### config.mk
export PLATFORM = sky130hd
export DESIGN_NAME = pc_fetch_unit
export DESIGN_NICKNAME = d
export VERILOG_FILES = /design/src/rtl/pc_fetch_unit.sv
export SDC_FILE = /design/constraint.sdc
export NUM_CORES = 1
export LEC_CHECK = 0
export ABC_AREA = 1
export CORE_MARGIN = 4
export CORE_UTILIZATION = 40
export DETAILED_ROUTE_END_ITERATION = 12
export PLACE_DENSITY = 0.77
export SKIP_CTS_REPAIR_TIMING = 1
export SYNTH_ARGS = -nofsm -noshare
export SYNTH_HDL_FRONTEND = slang
export SYNTH_SLANG_ARGS = --single-unit
export TNS_END_PERCENT = 100
### constraint.sdc
create_clock -name clk -period 5.4 [get_ports clk]
set_input_delay 1.08 -clock clk [delete_from_list [all_inputs] [get_ports clk]]
set_output_delay 1.08 -clock clk [all_outputs]
set_load 0.02 [all_outputs]
### src/rtl/pc_fetch_unit.sv
// Instruction-fetch stage: owns the PC, the imem request/ready handshake,
// next-PC selection (branch > jump > sequential) and the IF/ID register.
module pc_fetch_unit #(
    parameter logic [31:0] RESET_PC = 32'h0000_0000,
    parameter logic [31:0] PC_STEP  = 32'd4
) (
    input  logic        clk,
    input  logic        reset,
    input  logic        stall,
    input  logic        flush,
    input  logic        branch_taken,
    input  logic [31:0] branch_target,
    input  logic        jump,
    input  logic [31:0] jump_target,
    output logic [31:0] adder_a,
    output logic [31:0] adder_b,
    input  logic [31:0] adder_sum,
    output logic        imem_req,
    output logic [31:0] imem_addr,
    input  logic        imem_ready,
    input  logic [31:0] imem_rdata,
    output logic        if_id_valid,
    output logic [31:0] if_id_instr,
    output logic [31:0] if_id_pc,
    output logic [31:0] if_id_pc_plus4
);

    typedef enum logic [1:0] {
        BOOT   = 2'd0,
        FETCH  = 2'd1,
        SQUASH = 2'd2
    } state_t;

    state_t      state;
    logic [31:0] pc;
    logic [31:0] redirect_pc;

    logic        redirect;
    logic [31:0] redirect_target;
    logic        accept;

    // The EX-stage branch is older than the ID-stage jump, so it wins.
    assign redirect        = branch_taken | jump;
    assign redirect_target = branch_taken ? branch_target : jump_target;

    assign adder_a   = pc;
    assign adder_b   = PC_STEP;
    assign imem_addr = pc;

    // A request issued in FETCH must be held until accepted, so SQUASH keeps it up.
    always_comb begin
        imem_req = 1'b0;
        case (state)
            BOOT:    imem_req = 1'b0;
            FETCH:   imem_req = !stall;
            SQUASH:  imem_req = 1'b1;
            default: imem_req = 1'b0;
        endcase
    end

    assign accept = (state == FETCH) && imem_req && imem_ready && !redirect;

    always_ff @(posedge clk or posedge reset) begin
        if (reset) begin
            state       <= BOOT;
            pc          <= RESET_PC;
            redirect_pc <= 32'h0000_0000;
        end else begin
            case (state)
                BOOT: begin
                    state <= FETCH;
                end
                FETCH: begin
                    if (redirect) begin
                        if (imem_req && !imem_ready) begin
                            redirect_pc <= redirect_target;
                            state       <= SQUASH;
                        end else begin
                            pc <= redirect_target;
                        end
                    end else if (imem_req && imem_ready) begin
                        pc <= adder_sum;
                    end
                end
                SQUASH: begin
                    if (imem_ready) begin
                        pc    <= redirect ? redirect_target : redirect_pc;
                        state <= FETCH;
                    end else if (redirect) begin
                        redirect_pc <= redirect_target;
                    end
                end
                default: begin
                    state <= BOOT;
                end
            endcase
        end
    end

    // IF/ID: invalidate on flush/redirect, freeze on stall, else load or bubble.
    always_ff @(posedge clk or posedge reset) begin
        if (reset) begin
            if_id_valid    <= 1'b0;
            if_id_instr    <= 32'h0000_0000;
            if_id_pc       <= 32'h0000_0000;
            if_id_pc_plus4 <= 32'h0000_0000;
        end else if (flush || redirect) begin
            if_id_valid <= 1'b0;
        end else if (stall) begin
            if_id_valid <= if_id_valid;
        end else if (accept) begin
            if_id_valid    <= 1'b1;
            if_id_instr    <= imem_rdata;
            if_id_pc       <= pc;
            if_id_pc_plus4 <= adder_sum;
        end else begin
            if_id_valid <= 1'b0;
        end
    end

endmodule

==> run summary <==
Outcome - complete, no violations
Largest delay share family, worst path - buffers and inverters
Reg power frac - 33.6%
Power share of the clock group - 21.5%
Final #Nets - 1608
RSZ-0062 raised after global routing - false
Slowest cell on crit path - clkdlybuf4s50_1
CTS H-tree lvls - 4
Fillcell total - 1988
WL final - 26.1 mm
DP Wirelength - 18.6 mm
IO buf count - 296
Lkg Pwr - 6.48 nW
CP Buf/Inv Count - 3
Mux cell area share after synthesis - 0%
Post-Syn Instances - 1236
Grt total ovfl - 0
CP startpoint - stall
Initial DRC Count - 500
Area fraction in compound gates after synthesis - 2.18%
Max-slew violation count - 0
WP data required - 4.32 ns
Max incr delay on CP - 0.64 ns
Clk sinks - 163
Combinational Power Share - 44.9%
Worst R2R Start - state[0]$_DFFE_PP0P_
Placed Cells - 1724
Die height - 154 um
CP max FO - 3
Hold path start - if_id_pc_plus4[27]$_DFFE_PP0P_
Worst hold slack - 0.472 ns
Post-synth ARST share - 100%
# DRC - 0
Syn_area_per_cell - 6.88 um^2
Crit path cell chain - clkdlybuf4s50_1 > inv_1 > nand2_1 > a21oi_2 > clkdlybuf4s50_1
Largest net degree at the start of global routing - 164
Xor/xnor cell area share of the yosys netlist - 0%
Routed WL per cell - 14.9 um
Post-route cell area - 0.0119 mm^2
Setup Crit Path Kind - input pin to output port
Worst-margin pin slew - 1.01 ns
Clock-pin slew on the worst setup and hold paths - 0.07 ns
Sw Ratio - 42.2%
Register area share after synthesis - 47.9%
Pwr dens - 467 mW/mm^2
Placed Area - 0.0113 mm^2
Via Count - 8209
Tmin final - 3.56 ns
CTS tree - yes
First-pass GRT wire length - 41.3 mm
Hold Crit Class - register to register
Post-DRT Antenna Nets - 0
Crit. End Element - output port
Post-Synth Adder-Cell Area - 0.735%
Final hold vios - 0
Yosys cell types - 20
Layout area overhead - 39.8%
Layout cells sized above 1 - 3.71%
Worst-case clock skew - 0.0147 ns
Synth Area in Simple Gates - 38.5%
Die area - 0.0237 mm^2
Via/cell ratio - 4.67
CP dominant cell by count - clkdlybuf4s50_1
RePlAce Congestion - 0.887
Clock root buffer - clkbuf_16
Largest family of logic cells by synthesized area - simple AND/OR/NAND/NOR gates
Post-synth EDFFs - 0
Int Power - 3.21 mW
Setup crit start kind - input pin
Crit path DAT - 2.48 ns
Synth Cell Area - 0.00851 mm^2
Clock Latency Late Sink - 0.43 ns
Main flop type after synthesis - dfrtp_1
Die X - 154 um
Max Clock Freq - 281 MHz
Synth Register Bits - 163
Max_cap viols - 0
Initial antenna violation count - 2
Vias in the first global route - 7766
Switching pwr - 2.35 mW
Rows - 53
Fin crit share - 65.9%
Bufs on Longest Clock Path - 2
Final-report setup violation count - 0
Rel. slew slack - 32.9%
CTS Buf Count - 17
DRT Pass-1 Iters - 4
Tot GR Track Use - 21.7%
Setup TNS - 0 ns
Peak supply drop - 245 uV
Final Non-Filler Cells - 1757
Core ar. - 0.0210 mm^2
Starting density of the core - 40.6%
Ys Warns - 0
Ports - 329
worst reg2reg max path: stages (launching register included):
cell      delay, ns
dfrtp_1        0.43
inv_1          0.09
ha_1           0.23
inv_2          0.07
buf_4          0.54
nand2_1        0.18
nand3_2        0.13
nor2_4         0.05
clkinv_2       0.48
buf_4          0.59
nand2_1        0.12
nand2_1        0.09
path summary, 6_finish.rpt:
check	cells after the start	slack, ns	endpoint
worst max-delay path	5	1.84	imem_req
worst min-delay path	2	0.47	if_id_pc_plus4[27]$_DFFE_PP0P_
worst max register to register	11	2.35	if_id_pc[3]$_DFFE_PP0P_
worst min register to register	2	0.47	if_id_pc_plus4[27]$_DFFE_PP0P_
max in group asynchronous	3	3.48	redirect_pc[29]$_DFFE_PP0P_
min in group asynchronous	3	1.25	if_id_instr[31]$_DFFE_PP0P_
cell usage after synthesis, drive strengths merged (2+ instances only):
cell	number	area share, %
buf	96	7.5
dfrtp	163	48
ha	5	0.74
inv	42	1.9
conb	2	0.088
nand3	7	0.47
clkbuf	28	1.2
nor2	10	0.56
o21ai	33	1.9
nand2	847	37
cells by family (layout without fill, tap and decap cells):
kind of cell,Yosys count,count (layout)
buffers and inverters,166,381
adder cells (fa/ha/maj),5,5
AND/OR/NAND/NOR,865,865
other,2,33
AO/OA/AOI/OAI,35,35
flip-flops,163,163
metrics by stage:
step / util [%] / total power [mW] / setup slack [ns]
floorplan: - / 3.38 / 2.25
finish: 56.8 / 5.56 / 1.84
global placement: 53.9 / 4.33 / 1.62
global route: 56.8 / 5.93 / 1.74
CTS: 56.7 / 5.60 / 1.84
detailed placement: 53.9 / 4.39 / 1.53
metal layers:
metal	part of all wire (%)	up-vias	GRT usage, %
met5	0.027	-	0
met4	3.5	2	8.54
met3	6.7	61	5.21
met2	47	310	34.8
met1	43	3764	28.5
li1	-	4072	-
power groups by stage:
| stage | Sequential [mW] | Combinational [mW] | Clock [mW] |
|---|---|---|---|
| 5_1_grt | 1.91 | 2.75 | 1.28 |
| 3_3_place_gp | 1.88 | 2.45 | 0 |
| 4_1_cts | 1.87 | 2.51 | 1.22 |
| 3_5_place_dp | 1.89 | 2.50 | 0 |
| 6_report | 1.87 | 2.50 | 1.19 |
| 2_1_floorplan | 2.07 | 1.31 | 0 |
flip-flops by register name, indices dropped and copies added, names as in the netlist:
register,cells
adder_a,32
if_id_instr,32
if_id_pc,32
if_id_pc_plus4,32
if_id_valid,1
redirect_pc,32
state,2
placed cells by master, fill, tap and decap left out, drive strengths merged:
cell and n:
nand2 847, clkdlybuf4s50 295, dfrtp 163, inv 44
o21ai 33, conb 32, clkbuf 18, buf 12
clkinv 11, nor2 10, nand3 7, ha 5
diode 1, nor3 1, a21oi 1, a21boi 1
clkinvlp 1
cell type report:
| cell class | instances | area, um^2 | area share (%) |
|---|---|---|---|
| Sequential cell | 163 | 4080 | 34.3 |
| Multi-Input combinational cell | 937 | 3650 | 30.7 |
| Timing Repair Buffer | 307 | 3050 | 25.7 |
| Clock buffer | 18 | 439 | 3.69 |
| Tap cell | 275 | 344 | 2.89 |
| Clock inverter | 14 | 165 | 1.39 |
| Inverter | 42 | 163 | 1.37 |
| Antenna cell | 1 | 2.50 | 0.0210 |
Power figures use the tool's default switching activity.
